--- src/rtl/pipe_hazard_ctrl.sv ---
// Pipeline sequencer for the 5-stage LC-3b core.
// Merges memory wait status, load-use hazards and branch-predictor stall/flush
// requests into per-stage load/squash enables and the PC load. A small FSM
// handles JSR/JMP/TRAP redirects. Saturating counters track mispredicts,
// redirects and memory stall cycles.
module pipe_hazard_ctrl #(
  parameter int CNT_WIDTH = 16
) (
  input  logic                 clk,
  input  logic                 reset,
  input  logic                 imem_resp,
  input  logic                 dmem_req,
  input  logic                 dmem_resp,
  input  logic                 bp_stall,
  input  logic                 bp_flush,
  input  logic                 load_use,
  output logic                 load_pc,
  output logic                 load_if_id,
  output logic                 load_id_ex,
  output logic                 load_ex_mem,
  output logic                 load_mem_wb,
  output logic                 squash_if_id,
  output logic                 squash_id_ex,
  output logic                 ct_busy,
  output logic [CNT_WIDTH-1:0] mispredict_count,
  output logic [CNT_WIDTH-1:0] redirect_count,
  output logic [CNT_WIDTH-1:0] mem_stall_count
);

  typedef enum logic [1:0] {
    RUN      = 2'd0,
    CT_WAIT  = 2'd1,
    REDIRECT = 2'd2
  } state_e;

  localparam logic [CNT_WIDTH-1:0] CNT_ONE = {{(CNT_WIDTH-1){1'b0}}, 1'b1};

  state_e                 state_q, state_d;
  logic [CNT_WIDTH-1:0]   mispredict_q, redirect_q, mem_stall_q;
  logic                   freeze;

  // A pending memory access (either side) stalls the whole pipeline.
  assign freeze = (!imem_resp) | (dmem_req & !dmem_resp);

  function automatic logic [CNT_WIDTH-1:0] satInc(input logic [CNT_WIDTH-1:0] v);
    return (&v) ? v : v + CNT_ONE;
  endfunction

  // Enable/squash decode and next-state selection, in priority order.
  always_comb begin
    state_d      = state_q;
    load_pc      = 1'b1;
    load_if_id   = 1'b1;
    load_id_ex   = 1'b1;
    load_ex_mem  = 1'b1;
    load_mem_wb  = 1'b1;
    squash_if_id = 1'b0;
    squash_id_ex = 1'b0;
    ct_busy      = (state_q != RUN);

    if (reset) begin
      load_pc      = 1'b0;
      squash_if_id = 1'b1;
      squash_id_ex = 1'b1;
      ct_busy      = 1'b0;
      state_d      = RUN;
    end else if (freeze) begin
      load_pc      = 1'b0;
      load_if_id   = 1'b0;
      load_id_ex   = 1'b0;
      load_ex_mem  = 1'b0;
      load_mem_wb  = 1'b0;
    end else if (bp_flush) begin
      squash_if_id = 1'b1;
      squash_id_ex = 1'b1;
      state_d      = (state_q == CT_WAIT) ? REDIRECT : RUN;
    end else if (load_use) begin
      load_pc      = 1'b0;
      load_if_id   = 1'b0;
      squash_id_ex = 1'b1;
      state_d      = (state_q == CT_WAIT) ? CT_WAIT : RUN;
    end else begin
      case (state_q)
        RUN: begin
          if (bp_stall) begin
            load_pc = 1'b0;
            state_d = CT_WAIT;
          end
        end
        CT_WAIT: begin
          load_pc      = 1'b0;
          squash_if_id = 1'b1;
        end
        REDIRECT: begin
          if (bp_stall) begin
            load_pc = 1'b0;
            state_d = CT_WAIT;
          end else begin
            state_d = RUN;
          end
        end
        default: state_d = RUN;
      endcase
    end
  end

  // State and performance counters; a frozen cycle holds the FSM and only
  // counts the stall, so a flush seen while frozen is not consumed.
  always_ff @(posedge clk) begin
    if (reset) begin
      state_q      <= RUN;
      mispredict_q <= '0;
      redirect_q   <= '0;
      mem_stall_q  <= '0;
    end else if (freeze) begin
      mem_stall_q  <= satInc(mem_stall_q);
    end else begin
      state_q <= state_d;
      if (bp_flush) begin
        if (state_q == CT_WAIT) begin
          redirect_q <= satInc(redirect_q);
        end else begin
          mispredict_q <= satInc(mispredict_q);
        end
      end
    end
  end

  assign mispredict_count = mispredict_q;
  assign redirect_count   = redirect_q;
  assign mem_stall_count  = mem_stall_q;

endmodule

--- config.mk ---
export PLATFORM = sky130hd
export DESIGN_NAME = pipe_hazard_ctrl
export DESIGN_NICKNAME = d
export VERILOG_FILES = /design/src/rtl/pipe_hazard_ctrl.sv
export SDC_FILE = /design/constraint.sdc
export NUM_CORES = 1
export LEC_CHECK = 0
export ABC_AREA = 1
export BUFFER_PORTS_ARGS = -buffer_cell sky130_fd_sc_hd__buf_2
export CORE_MARGIN = 2
export CORE_UTILIZATION = 59
export DETAILED_ROUTE_END_ITERATION = 7
export GPL_TIMING_DRIVEN = 0
export PLACE_DENSITY = 0.81
export REMOVE_ABC_BUFFERS = 1
export SYNTH_ARGS = -nofsm -noshare
export SYNTH_HDL_FRONTEND = slang
export SYNTH_SLANG_ARGS = --single-unit
--- constraint.sdc ---
create_clock -name clk -period 2.5 [get_ports clk]
set_clock_uncertainty 0.2 [all_clocks]
set_input_delay 0.625 -clock clk [delete_from_list [all_inputs] [get_ports clk]]
set_output_delay 0.625 -clock clk [all_outputs]
set_load 0.02 [all_outputs]
---- Word level (Yosys, flattened, before mapping) ----
Cells that the tools add are included.
word-level totals
  logic and storage cells ................. 59
  output and inout bits ................... 56
  input port bits ......................... 8
  register bits after elaboration ......... 50
operators by class
  multiplexer cells ....................... 29
  reductions and logical operators ........ 12
  add/subtract/negate cells ............... 3
  eq/ne operators ......................... 4
  bitwise operators ....................... 7
operators with widths
  operator                                                          number
  16-bit by 1-bit adder with 16-bit output (second input constant)  3
  16-bit AND reduction                                              3
  1-bit 2-to-1 mux                                                  23
  2-bit 2-to-1 mux                                                  4
  4-bit AND reduction                                               2
  2-bit one-hot mux with 3 select lines                             1
  1-bit NOT                                                         5
  4-bit != test (second input constant)                             1
  3-bit != test (second input constant)                             1
  3-bit AND reduction                                               1
  2-bit by 1-bit == test with 1-bit output (second input constant)  1
  2-bit == test (second input constant)                             1
  1-bit logical NOT                                                 2
  2-bit logical NOT                                                 1
  1-bit one-hot mux with 2 select lines                             1
  2-bit AND reduction                                               1
  2-bit nonzero test                                                1
  2-bit OR reduction                                                1
  1-bit AND                                                         1
  1-bit OR                                                          1

---- Depth between registers and ports, before layout ----
  word-level depth ........................ 7
  mapped depth ............................ 10
  depth with buffers taken out ............ 10

---- Worst setup path before layout ----
Ideal clock, no wire load.
  kind .................................... input to output
  start point ............................. input port dmem_resp
  end point ............................... output port squash_if_id
  arrival time ............................ 1.901 ns
  slack ................................... -0.226 ns
  required time ........................... 1.675 ns
  stages on the path ...................... 5
  buffers on the path ..................... 0
  cells stage by stage .................... inv_1 > a21oi_4 > inv_1 > o21ai_0 > o31a_1
on the way
  cells in the longest elaborated chain, start to end .. 5
ends and longest elaborated chain
  element             RTL line  RTL
  start: declaration  13        input logic dmem_resp,
  1-bit logical NOT   43        assign freeze = (!imem_resp) | (dmem_req & !dmem_resp);
  1-bit AND           43
  1-bit OR            43
  1-bit 2-to-1 mux    67        end else if (freeze) begin
  1-bit 2-to-1 mux    61        if (reset) begin
  end: declaration    22        output logic squash_if_id,
No other way between the ends.

---- Final worst setup path ----
  start point ............................. input port dmem_resp
  end point ............................... output port load_pc
on the way
  cells in the longest elaborated chain, start to end .. 5
ends and longest elaborated chain
  element            RTL line  RTL
  1-bit logical NOT  43
  1-bit AND          43
  1-bit OR           43
  1-bit 2-to-1 mux   67
  1-bit 2-to-1 mux   61
  end: declaration   17        output logic load_pc,
No other way between the ends.

==> impl_metrics.toml <==
[hold_path]
hold-path-cell-count = 2
worst_hold_path_type = "reg -> reg"

[status]
run_status = "completed"

[setup_path]
worst-endpoint-arrival_ns = 1.66
critPathRequiredTime_ns = 1.67
cpLargestDelayFamily = "buffers and inverters"
crit_path_end_kind = "output pin"
type_of_the_worst_setup_path = "in -> out"
critical_path_depth = 6
critical_path.max_fanout = 5
worst_setup_path_start_kind = "input port"
worst_path_max_delay_cell = "nor4_2"
path_buf_inv = 4
cpPeakStageDelay_ns = 0.30
cell_breakdown_of_the_critical_path = "buf_2 > inv_1 > a21oi_4 > inv_1 > nor4_2 > buf_2"
timing.reg2reg.worst_path_depth = 10

[synthesis]
synthesis.area_per_instance_sq_um = 6.27
synth_sequential_area_ratio_pct = 33.3
synthesis.yosys.warnings = 0
synth_area_sq_um = 3010
yosys.cell_types.count = 32
yosys_register_bits = 50
netlist_instances = 480

[sta]
grt_setup_unrepaired = "true"
fmaxAchievable_mhz = 402
fin_crit_ns = 2.49
min_period_over_period_pct = 99.6
max_slew.worst_pin.slew_ns = 0.712
finalSetupViolations = 0
timing.final.max_slew_violations = 0
hold_violations = 0
holdWs_ns = 0.324
maxSlewHeadroom_pct = 52.3

[cts]
cts.htree.levels = 2
holdBufCountCts = 0
clock_tree.root_cell = "clkbuf_8"
clock_insertion_delay_worst_skew_ns = 0.30
cts_max_path_buffers = 2
cts.sink_count = 50
cts.reportedPaths.clkPinSlew_ns = 0.09
clock_tree_from_tritoncts = "done"
cts-buffers-inserted = 5

[placement]
port_buffers = 63
post-dp-hpwl_mm = 5.01
gp_congestion = 0.910
postPlaceCellArea_sq_um = 3320
total_instance_count_after_detailed_placement = 597

[power]
p_sw_share_pct = 27.1
max-vdd-ir-drop_uv = 262
seq_power_share_pct = 56.9
comb_power_share_pct = 11.9
clock_power_share_pct = 31.2
power_report.internal_total_mw = 1.06
totalPowerFinal_mw = 1.45
power.density_cell_area_nw_per_um2 = 418
net_switching_power_mw = 0.392
power.static_leakage_nw = 1.52

[drt]
drc = 0
drt_iter0_markers = 251
drt-wirelength-per-cell_um = 11.6
antenna_violating_nets_post_route = 0
viasPerCell = 5.19
dr_total_vias = 3174
postRouteWirelength_mm = 7.12
drtPass1Iterations = 6

[floorplan]
floorplan.rows = 25
die_h_um = 75.4
die_width_um = 75.4
floorplan.core_area_sq_um = 4820
die_area_sq_um = 5690
start_util_pct = 62.4
design.portCount = 64

[grt]
first_global_vias = 2624
wire_length_of_the_first_global_routing_pass_mm = 11.6
grt_use_total_pct = 26.0
grt_overflow_total = 0
grt_antenna_before_repair = 0
maximum_number_of_pins_on_one_net_before_global_route_repair = 28

[cells_and_area]
final_cell_count_no_fill = 611
design_area_sq_um = 3460
finalNetCount = 555
flow.area_growth_from_synthesis_pct = 15.1
post_route_cells_drive_above_1_share_pct = 18.9
n_antenna_cell = 0

[job]
max-cap-violations = 0
## cell usage after synthesis
master	number	area, sq um
o31a_1	1	8.76
o21ai_0	9	45.0
inv_1	42	158
nor2_4	4	45.0
a21oi_4	1	16.3
ha_1	3	37.5
a31oi_1	2	12.5
xor2_1	6	52.6
a21oi_2	3	26.3
o21ai_1	1	5.00
buf_2	3	15.0
nor3b_1	2	15.0
xnor2_1	4	35.0
inv_2	1	3.75
nor3_1	6	30.0
buf_6	3	33.8
buf_4	3	22.5
a21oi_1	22	110
nand4_1	14	87.6
o22ai_1	1	6.26
a211oi_1	1	7.51
clkbuf_1	4	15.0
clkinv_2	1	5.00
nand2_2	7	43.8
dfxtp_1	50	1000
nand4_4	1	21.3
nor2_1	98	368
nor2_2	7	43.8
nor4_1	1	6.26
nand3_1	38	190
nand2_1	138	518
nand3b_1	3	22.5
## kinds of logic (layout without fill, tap and decap cells)
group	after synthesis	in the layout	share of synthesized area, %
AOI/OAI and AO/OA	41	41	7.90
xor gates and xnor gates	10	10	2.91
adders and majority gates	3	3	1.25
buffers and inverters	57	121	8.40
DFF	50	50	33.3
and+or+nand+nor	319	319	46.3
## state kept, by name, summed over array words and instances, names as in the netlist
register,cells
mispredict_count,16
mem_stall_count,16
state_q,2
redirect_count,16
## worst min-delay path: cells and delay by family, from the launching register on
kind	cells	cell delay, ns
flip-flops	1	0.36
AO/OA/AOI/OAI	1	0.05
AND/OR/NAND/NOR	1	0.08
## cells in the final DEF, fill, tap and decap left out, drive strengths merged
master / count
inv: 42
xor2: 6
nand4: 15
a31oi: 2
a21oi: 26
o22ai: 1
nor2: 109
nor3b: 2
buf: 69
nand3: 38
a211oi: 1
ha: 3
o21ai: 10
nand3b: 3
dfxtp: 50
clkinv: 1
nand2: 145
o31a: 1
nor3: 6
clkbuf: 7
xnor2: 4
clkinvlp: 2
nor4: 1
## power groups by stage
stage | clock network (mW) | logic, mW | registers (mW)
floorplan | 0 | 0.0918 | 0.852
global placement | 0 | 0.153 | 0.841
detailed placement | 0 | 0.158 | 0.842
CTS | 0.463 | 0.167 | 0.823
global route | 0.486 | 0.193 | 0.826
finish | 0.452 | 0.172 | 0.823
## final cells by class
type	count	area, sq um
timing repair inverter	1	5.00
clock buffer	7	76.3
tap	67	83.8
timing repair buffer	69	363
inverter	44	170
multi-input combinational	373	1760
fill	448	1350
sequential	50	1000
## per-layer routing
layer | routed length (um) | vias up | share of wire (%) | global-route usage, %
met5 | 0 | - | 0 | 0
met1 | 3180 | 1407 | 45 | 33.7
li1 | - | 1652 | - | -
met2 | 3390 | 102 | 48 | 44.0
met4 | 133 | 0 | 1.9 | 7.99
met3 | 409 | 13 | 5.7 | 4.76
## final timing paths
kind,start,to,slack (ns)
worst max register to register,mispredict_count[0],mispredict_count[2],0.39
worst max-delay path,dmem_resp,load_pc,0.01
worst min register to register,mem_stall_count[5],mem_stall_count[5],0.32
worst min-delay path,mem_stall_count[5],mem_stall_count[5],0.32
## through the flow
step | utilization [%] | setup TNS, ns | setup WS (ns)
global route | 71.9 | -0.0713 | -0.0422
floorplan | - | -0.241 | -0.226
global placement | 68.9 | -3.32 | -0.693
CTS | 71.4 | -0.0478 | -0.0478
finish | 71.9 | 0 | 0.0110
detailed placement | 68.9 | -3.41 | -0.703
## timing repair
item	4_1_cts	5_1_grt
pin swaps	0	1
cloned	1	0
endpoints found under the setup margin	7	3
endpoints found under the hold margin	0	0
resized for setup	4	1
setup buffers	3	3
Power figures use the tool's default switching activity.
